==> config.mk <==
export PLATFORM = sky130hd
export DESIGN_NAME = led_sequencer
export DESIGN_NICKNAME = d
export VERILOG_FILES = /design/src/rtl/led_sequencer.sv
export SDC_FILE = /design/constraint.sdc
export NUM_CORES = 1
export LEC_CHECK = 0
export CAP_MARGIN = 20
export CORE_MARGIN = 8
export CORE_UTILIZATION = 57
export CTS_BUF_LIST = sky130_fd_sc_hd__clkbuf_16
export CTS_CLUSTER_SIZE = 8
export DETAILED_ROUTE_END_ITERATION = 6
export GPL_TIMING_DRIVEN = 1
export PLACE_DENSITY = 0.77
export SLEW_MARGIN = 30
export SYNTH_ARGS = -nofsm -noshare
export SYNTH_HDL_FRONTEND = slang
export SYNTH_SLANG_ARGS = --single-unit
==> constraint.sdc <==
create_clock -name clock -period 2.2 [get_ports clock]
set_clock_uncertainty 0.05 [all_clocks]
set_input_delay 0.44 -clock clock [delete_from_list [all_inputs] [get_ports clock]]
set_output_delay 0.44 -clock clock [all_outputs]
set_load 0.02 [all_outputs]
==> src/rtl/led_sequencer.sv <==
// LED animation engine: OFF/STATIC/FILL/CHASE/BOUNCE/BLINK frames stepped by a prescaler, gated by global PWM.
// Latency: leds is registered and lags the internal frame and PWM gate by one clock; step_tick is decoded from the prescaler.
// Backpressure: none; mode_load is accepted every cycle and always restarts the animation.
module led_sequencer #(
  parameter int          WIDTH        = 8,
  parameter int          TICK_DIV     = 2_000_000,
  parameter int          PWM_BITS     = 4,
  parameter logic [2:0]  STARTUP_MODE = 3'd2
) (
  input  logic                clock,
  input  logic                reset,
  input  logic [2:0]          mode,
  input  logic [WIDTH-1:0]    pattern,
  input  logic                mode_load,
  input  logic [PWM_BITS-1:0] brightness,
  output logic [WIDTH-1:0]    leds,
  output logic                step_tick
);

  localparam int              PW        = $clog2(TICK_DIV);
  localparam logic [PW-1:0]   TICK_LAST = PW'(TICK_DIV - 1);

  localparam logic [2:0] M_OFF    = 3'd0;
  localparam logic [2:0] M_STATIC = 3'd1;
  localparam logic [2:0] M_FILL   = 3'd2;
  localparam logic [2:0] M_CHASE  = 3'd3;
  localparam logic [2:0] M_BOUNCE = 3'd4;
  localparam logic [2:0] M_BLINK  = 3'd5;

  localparam logic [WIDTH-1:0] ONE = WIDTH'(1);

  logic [PW-1:0]       r_presc;
  logic [WIDTH-1:0]    r_frame;
  logic                r_dir_left;
  logic [2:0]          r_mode;
  logic [WIDTH-1:0]    r_pattern;
  logic [PWM_BITS-1:0] r_pwm_cnt;

  logic                w_tick;
  logic                w_onehot;
  logic                w_gate;
  logic                w_go_left;
  logic [WIDTH-1:0]    w_shift;
  logic [WIDTH-1:0]    w_step_frame;
  logic                w_step_dir_left;

  // Frame shown immediately after a load; unknown/reserved modes start dark.
  function automatic logic [WIDTH-1:0] init_frame(input logic [2:0] m, input logic [WIDTH-1:0] p);
    case (m)
      M_STATIC, M_BLINK: init_frame = p;
      M_CHASE, M_BOUNCE: init_frame = ONE;
      default:           init_frame = '0;
    endcase
  endfunction

  assign w_tick    = (r_presc == TICK_LAST);
  assign step_tick = w_tick;
  assign w_onehot  = (r_frame != '0) && ((r_frame & (r_frame - ONE)) == '0);
  // All-ones brightness must be fully on even though pwm_cnt never exceeds it.
  assign w_gate    = (r_pwm_cnt < brightness) || (&brightness);

  // Next frame and bounce direction for the current mode, applied only on a step.
  always_comb begin
    w_step_frame    = '0;
    w_step_dir_left = r_dir_left;
    w_go_left       = 1'b1;
    w_shift         = '0;
    case (r_mode)
      M_STATIC: w_step_frame = r_pattern;
      M_FILL:   w_step_frame = (&r_frame) ? '0 : ((r_frame << 1) | ONE);
      M_CHASE: begin
        if (!w_onehot) w_step_frame = ONE;
        else           w_step_frame = (r_frame << 1) | (r_frame >> (WIDTH - 1));
      end
      M_BOUNCE: begin
        if (!w_onehot || (WIDTH == 1)) begin
          w_step_frame    = ONE;
          w_step_dir_left = 1'b1;
        end else begin
          // An end bit forces the turn even if direction and position disagree.
          w_go_left = r_dir_left ? !r_frame[WIDTH-1] : r_frame[0];
          if (w_go_left) begin
            w_shift         = r_frame << 1;
            w_step_dir_left = !w_shift[WIDTH-1];
          end else begin
            w_shift         = r_frame >> 1;
            w_step_dir_left = w_shift[0];
          end
          w_step_frame = w_shift;
        end
      end
      M_BLINK:  w_step_frame = (r_frame != '0) ? '0 : r_pattern;
      default:  w_step_frame = '0;
    endcase
  end

  // Prescaler, mode/pattern latch and frame state; a load wins over a coincident step.
  always_ff @(posedge clock or posedge reset) begin
    if (reset) begin
      r_presc    <= '0;
      r_frame    <= '0;
      r_dir_left <= 1'b1;
      r_mode     <= STARTUP_MODE;
      r_pattern  <= '0;
    end else if (mode_load) begin
      r_presc    <= '0;
      r_mode     <= mode;
      r_pattern  <= pattern;
      r_frame    <= init_frame(mode, pattern);
      r_dir_left <= 1'b1;
    end else begin
      r_presc <= w_tick ? '0 : (r_presc + PW'(1));
      if (w_tick) begin
        r_frame    <= w_step_frame;
        r_dir_left <= w_step_dir_left;
      end
    end
  end

  // Free-running PWM phase counter, independent of mode loads.
  always_ff @(posedge clock or posedge reset) begin
    if (reset) r_pwm_cnt <= '0;
    else       r_pwm_cnt <= r_pwm_cnt + PWM_BITS'(1);
  end

  // Registered LED drive: frame gated by the PWM duty.
  always_ff @(posedge clock or posedge reset) begin
    if (reset) leds <= '0;
    else       leds <= r_frame & {WIDTH{w_gate}};
  end

endmodule

## After elaboration in Yosys (flattened, before gate mapping)

Cells that the tools add are included.

| storage, ports and cells | value |
|---|---|
| word-level logic and storage cells | 54 |
| bits of input ports | 18 |
| flip-flop bits (word level) | 53 |
| output and inout bits | 9 |

| operators by class | value |
|---|---|
| reduce and logical (&&, ||, !) cells | 13 |
| mux-type cells | 17 |
| add/subtract/negate cells | 3 |
| equality and inequality tests | 10 |
| $lt $le $gt $ge | 1 |
| bitwise operators | 3 |

Operators by type and width:

| operator | number |
|---|---|
| 2-to-1 mux 8 bit | 7 |
| 2-to-1 mux 21 bit | 2 |
| case mux 8 bit (5 select lines) | 1 |
| adder 21 x 1 -> 21 bit, second input constant | 1 |
| == test 21 bit, second input constant | 1 |
| AND 8 bit | 2 |
| case mux 8 bit (2 select lines) | 1 |
| == test 3 bit, second input constant | 4 |
| == test 3 x 2 -> 1 bit, second input constant | 3 |
| logical NOT 8 bit | 1 |
| OR 8 x 1 -> 8 bit | 1 |
| AND reduction 8 bit | 1 |
| nonzero test 8 bit | 1 |
| subtractor 8 x 1 -> 8 bit, second input constant | 1 |
| == test 3 x 1 -> 1 bit, second input constant | 2 |
| 2-to-1 mux 1 bit | 6 |
| adder 4 x 1 -> 4 bit, second input constant | 1 |
| < comparator 4 bit | 1 |
| AND reduction 4 bit | 1 |
| nonzero test 2 bit | 2 |
| OR reduction 2 bit | 2 |
| logical NOT 1 bit | 2 |
| AND reduction 2 bit | 1 |
| logical AND 1 bit | 1 |
| logical OR 1 bit | 1 |

## Longest topological paths before layout

| depth | value |
|---|---|
| depth in word-level cells | 8 |
| depth in mapped cells | 7 |
| depth with buffers taken out | 7 |

## Worst setup path before layout

No wires, ideal clock.

| path | value |
|---|---|
| path type | register to register |
| from | register r_presc[2] |
| to | register r_frame[7] |
| setup time | 120 ps |
| buffers on the path | 0 |
| setup slack | 162 ps |
| stages on the path, launching flop included | 7 |
| clock period less this slack | 2038 ps |
| arrival time | 1869 ps |
| data required time | 2030 ps |
| cells stage by stage | dfrtp_1 > and4_1 > nand3_2 > nor4_4 > nor2_2 > a22o_1 > a31o_1 |

| between the ends | value |
|---|---|
| cells in the longest elaborated chain, start to end | 2 |

Ends and longest elaborated chain:

| what | line | RTL |
|---|---|---|
| start, declared | 32 | `logic [PW-1:0] r_presc;` |
| start signal, assigned | 112 | `r_presc <= w_tick ? '0 : (r_presc + PW'(1));` |
| == test 21 bit | 56 | `assign w_tick = (r_presc == TICK_LAST);` |
| net step_tick | 17 | `output logic step_tick` |
| nonzero test 2 bit (no line) | -- |  |
| end signal, assigned | 109 | `r_frame <= init_frame(mode, pattern);` |
| end signal, assigned | 114 | `r_frame <= w_step_frame;` |
| end, declared | 33 | `logic [WIDTH-1:0] r_frame;` |

The timed path passes the listed nets, and every way through them passes these cells.
A chain may end at the register's enable or synchronous reset.

## Worst setup path in the final report

| path | value |
|---|---|
| from | register r_presc[4] |
| to | output step_tick |

| between the ends | value |
|---|---|
| cells in the longest elaborated chain, start to end | 1 |

Ends and longest elaborated chain:

| what | line |
|---|---|
| == test 21 bit | 56 |
| end, declared | 17 |

No other way between the ends.

==> impl_metrics.ini <==
[status]
outcome = completed

[route]
drt-initial-drc-count = 148
routed_wirelength_um = 6360
drt_pre_antenna_iters = 4
wl_per_cell_um = 15.5
ant_nets = 0
vias_per_cell = 5.61
vias = 2306
drc = 0

[sta]
fmax_mhz = 488
setup_violations = 0
rsz0062_at_grt = false
tightest_slew_ps = 622
final.period_utilization_pct = 93.1
slew_violations = 0
timing_hold_violations_final = 0
slew_headroom_pct = 58.0
tns_ps = 0
fin_crit_ps = 2050

[cells_and_area]
regArea_um2 = 1330
multi_input_area_um2 = 1490
num-fill-cells = 411
diodes = 0
final_util_pct = 71.4
final_nets = 363
syn2layout_area_growth_pct = 22.7
layout-drive-gt1-share_pct = 19.6

[logic_synthesis]
synth_edf_count = 0
synth_seq_area_share_pct = 45.6
syn_avg_cell_area_um2 = 10.0
ys.flop_type = dfrtp_1
synth_nets = 314
yosys-top-cells-area = dfrtp_1, nor2_1, xor2_1, mux2_2, nand2_1
yosys.area.top_type = dfrtp_1
synthDistinctLibCells = 53
ys_ff_latch = 53
synth_most_common_cell = dfrtp_1
synthTopCellsByCount = dfrtp_1, nor2_1, nand2_1
syn-cell-area_um2 = 2920
syn_inst = 291
async_reset_ff_share_pct = 100
ys.warnings.count = 0
netlist.area_leader.share_pct = 43.8

[worst_setup_path]
worst-path-buf-inv = 1
critPathMaxStageDelay_ps = 380
crit_family = simple AND/OR/NAND/NOR gates
reg2reg_slack_ps = 170
worst_path_max_delay_cell = dfrtp_1
cp_cell_sequence = and4_1 -> nand3_2 -> nor4_4 -> clkbuf_2
cp.required_ps = 1710
reg2reg_to = r_frame[6]$_DFFE_PP0P_
critPathLaunch = r_presc[4]$_DFF_PP0_
startpoint_type = flip-flop
r2r_cells = 6
crit_fanout = 3
end_kind = output pin
worst_ep_arrival_time_ps = 1560
critPathKind = flip-flop to output pin
r2r-start = r_frame[6]$_DFFE_PP0P_

[power_and_ir_drop]
p_leak_nw = 1.56
powerDensity_nw_per_um2 = 641
ir_drop_uv = 467
power_w = 0.00229

[global_routing]
grt_pass1_vias = 2380
grt_first_pass_wirelength_um = 11000
antenna_found_initial = 0
overflow = 0
grt.total_usage_pct = 18.1
grt_max_degree = 22

[clock_tree]
cts.sinks = 53
clk_latency_ps = 290
cts_setup_buffers = 0
ctsHoldBuffers = 0
root_buffer = clkbuf_16
cts_buffers = 5
clk_path_buf_depth = 2
cts_tree = built
clkSlewWorstSetupHoldPaths_ps = 70
h-tree-depth = 2

[place]
io_buffer_count = 26
gp_congestion = 0.922
place_hpwl_um = 4850

[floorplanning]
core_um2 = 5010
pin_count = 27
die_w_um = 87.5
die_area_um2 = 7660
rows = 26
die_h_um = 87.5
initial_core_util_pct = 58.2

[hold_path]
min_path_type = input pin to asynchronous set/reset pin

[run]
max-cap-violations = 0
-- stage by stage --
step / std cells / hold slack [ps] / worst slack, ps / cell area [µm²]
floorplan: 291 / 385 / 162 / 2920
global placement: 403 / 413 / -49.0 / 3430
detailed placement: 403 / 420 / -165 / 3430
CTS: 411 / 419 / 5.12 / 3570
global route: 411 / 442 / 15.2 / 3580
finish: 411 / 403 / 153 / 3580
-- worst register-to-register path: cells and delay by family (launching register included) --
kind / cells / cell delay, ps
AND/OR/NAND/NOR: 4 / 1110
AO/OA/AOI/OAI: 2 / 320
flip-flops: 1 / 480
-- registers in the layout, summed over array words and instances, names as in the netlist --
register    cells
r_pwm_cnt       4
r_presc        21
r_mode          3
leds            8
r_pattern       8
r_dir_left      1
r_frame         8
-- area by class of cell --
| type | count | area share (%) |
|---|---|---|
| Multi-Input combinational cell | 215 | 41.5 |
| Clock buffer | 5 | 3.50 |
| Inverter | 8 | 0.840 |
| Timing Repair Buffer | 57 | 14.0 |
| Tap cell | 70 | 2.45 |
| Clock inverter | 3 | 0.490 |
| Sequential cell | 53 | 37.2 |
-- placed cells by master, fill, tap and decap left out, drive strengths merged, types with 10 or more instances in the layout --
master         instances
nand2                 24
buf                   31
nand3                 11
inv                   10
nand4                 11
nor2                  41
clkdlybuf4s50         25
xor2                  17
dfrtp                 51
mux2                  11
-- how the worst max path moves through the flow --
stage,depth (start not counted),to,slack (ps)
final,4,step_tick,150
after global routing,8,leds[4]$_DFF_PP0_,20
after CTS,4,step_tick,5
after detailed placement,8,leds[4]$_DFF_PP0_,-170
after global placement,8,leds[1]$_DFF_PP0_,-50
after floorplan,6,r_frame[7]$_DFFE_PP0P_,160
-- where the power goes --
part / switching [W] / leakage (nW) / total [W] / internal, W
sequential: 0.0000680 / 0.682 / 0.00110 / 0.00103
combinational: 0.000223 / 0.806 / 0.000437 / 0.000214
clock: 0.000335 / 0.0754 / 0.000755 / 0.000420
-- what timing repair did --
item,4_1_cts,5_1_grt
gates resized for setup,2,3
gates cloned,0,0
setup endpoints to repair,1,3
-- logic make-up after synthesis --
kind of cell,count (synthesis),synth area share (%)
AOI/OAI and AO/OA,49,13.0
xor gates and xnor gates,25,7.51
adders and majority gates,5,2.15
buffers and inverters,23,3.69
DFF,53,45.6
muxes,11,4.25
and+or+nand+nor,125,23.8
-- metal layers --
metal	wire [µm]	part of all wire [%]	global-route usage [%]	vias up
met4	86	1.4	5.31	0
met5	0	0	0	-
li1	-	-	-	1134
met3	281	4.4	3.30	9
met1	2740	43	21.0	1115
met2	3250	51	33.0	48
Power figures use the tool's default switching activity.
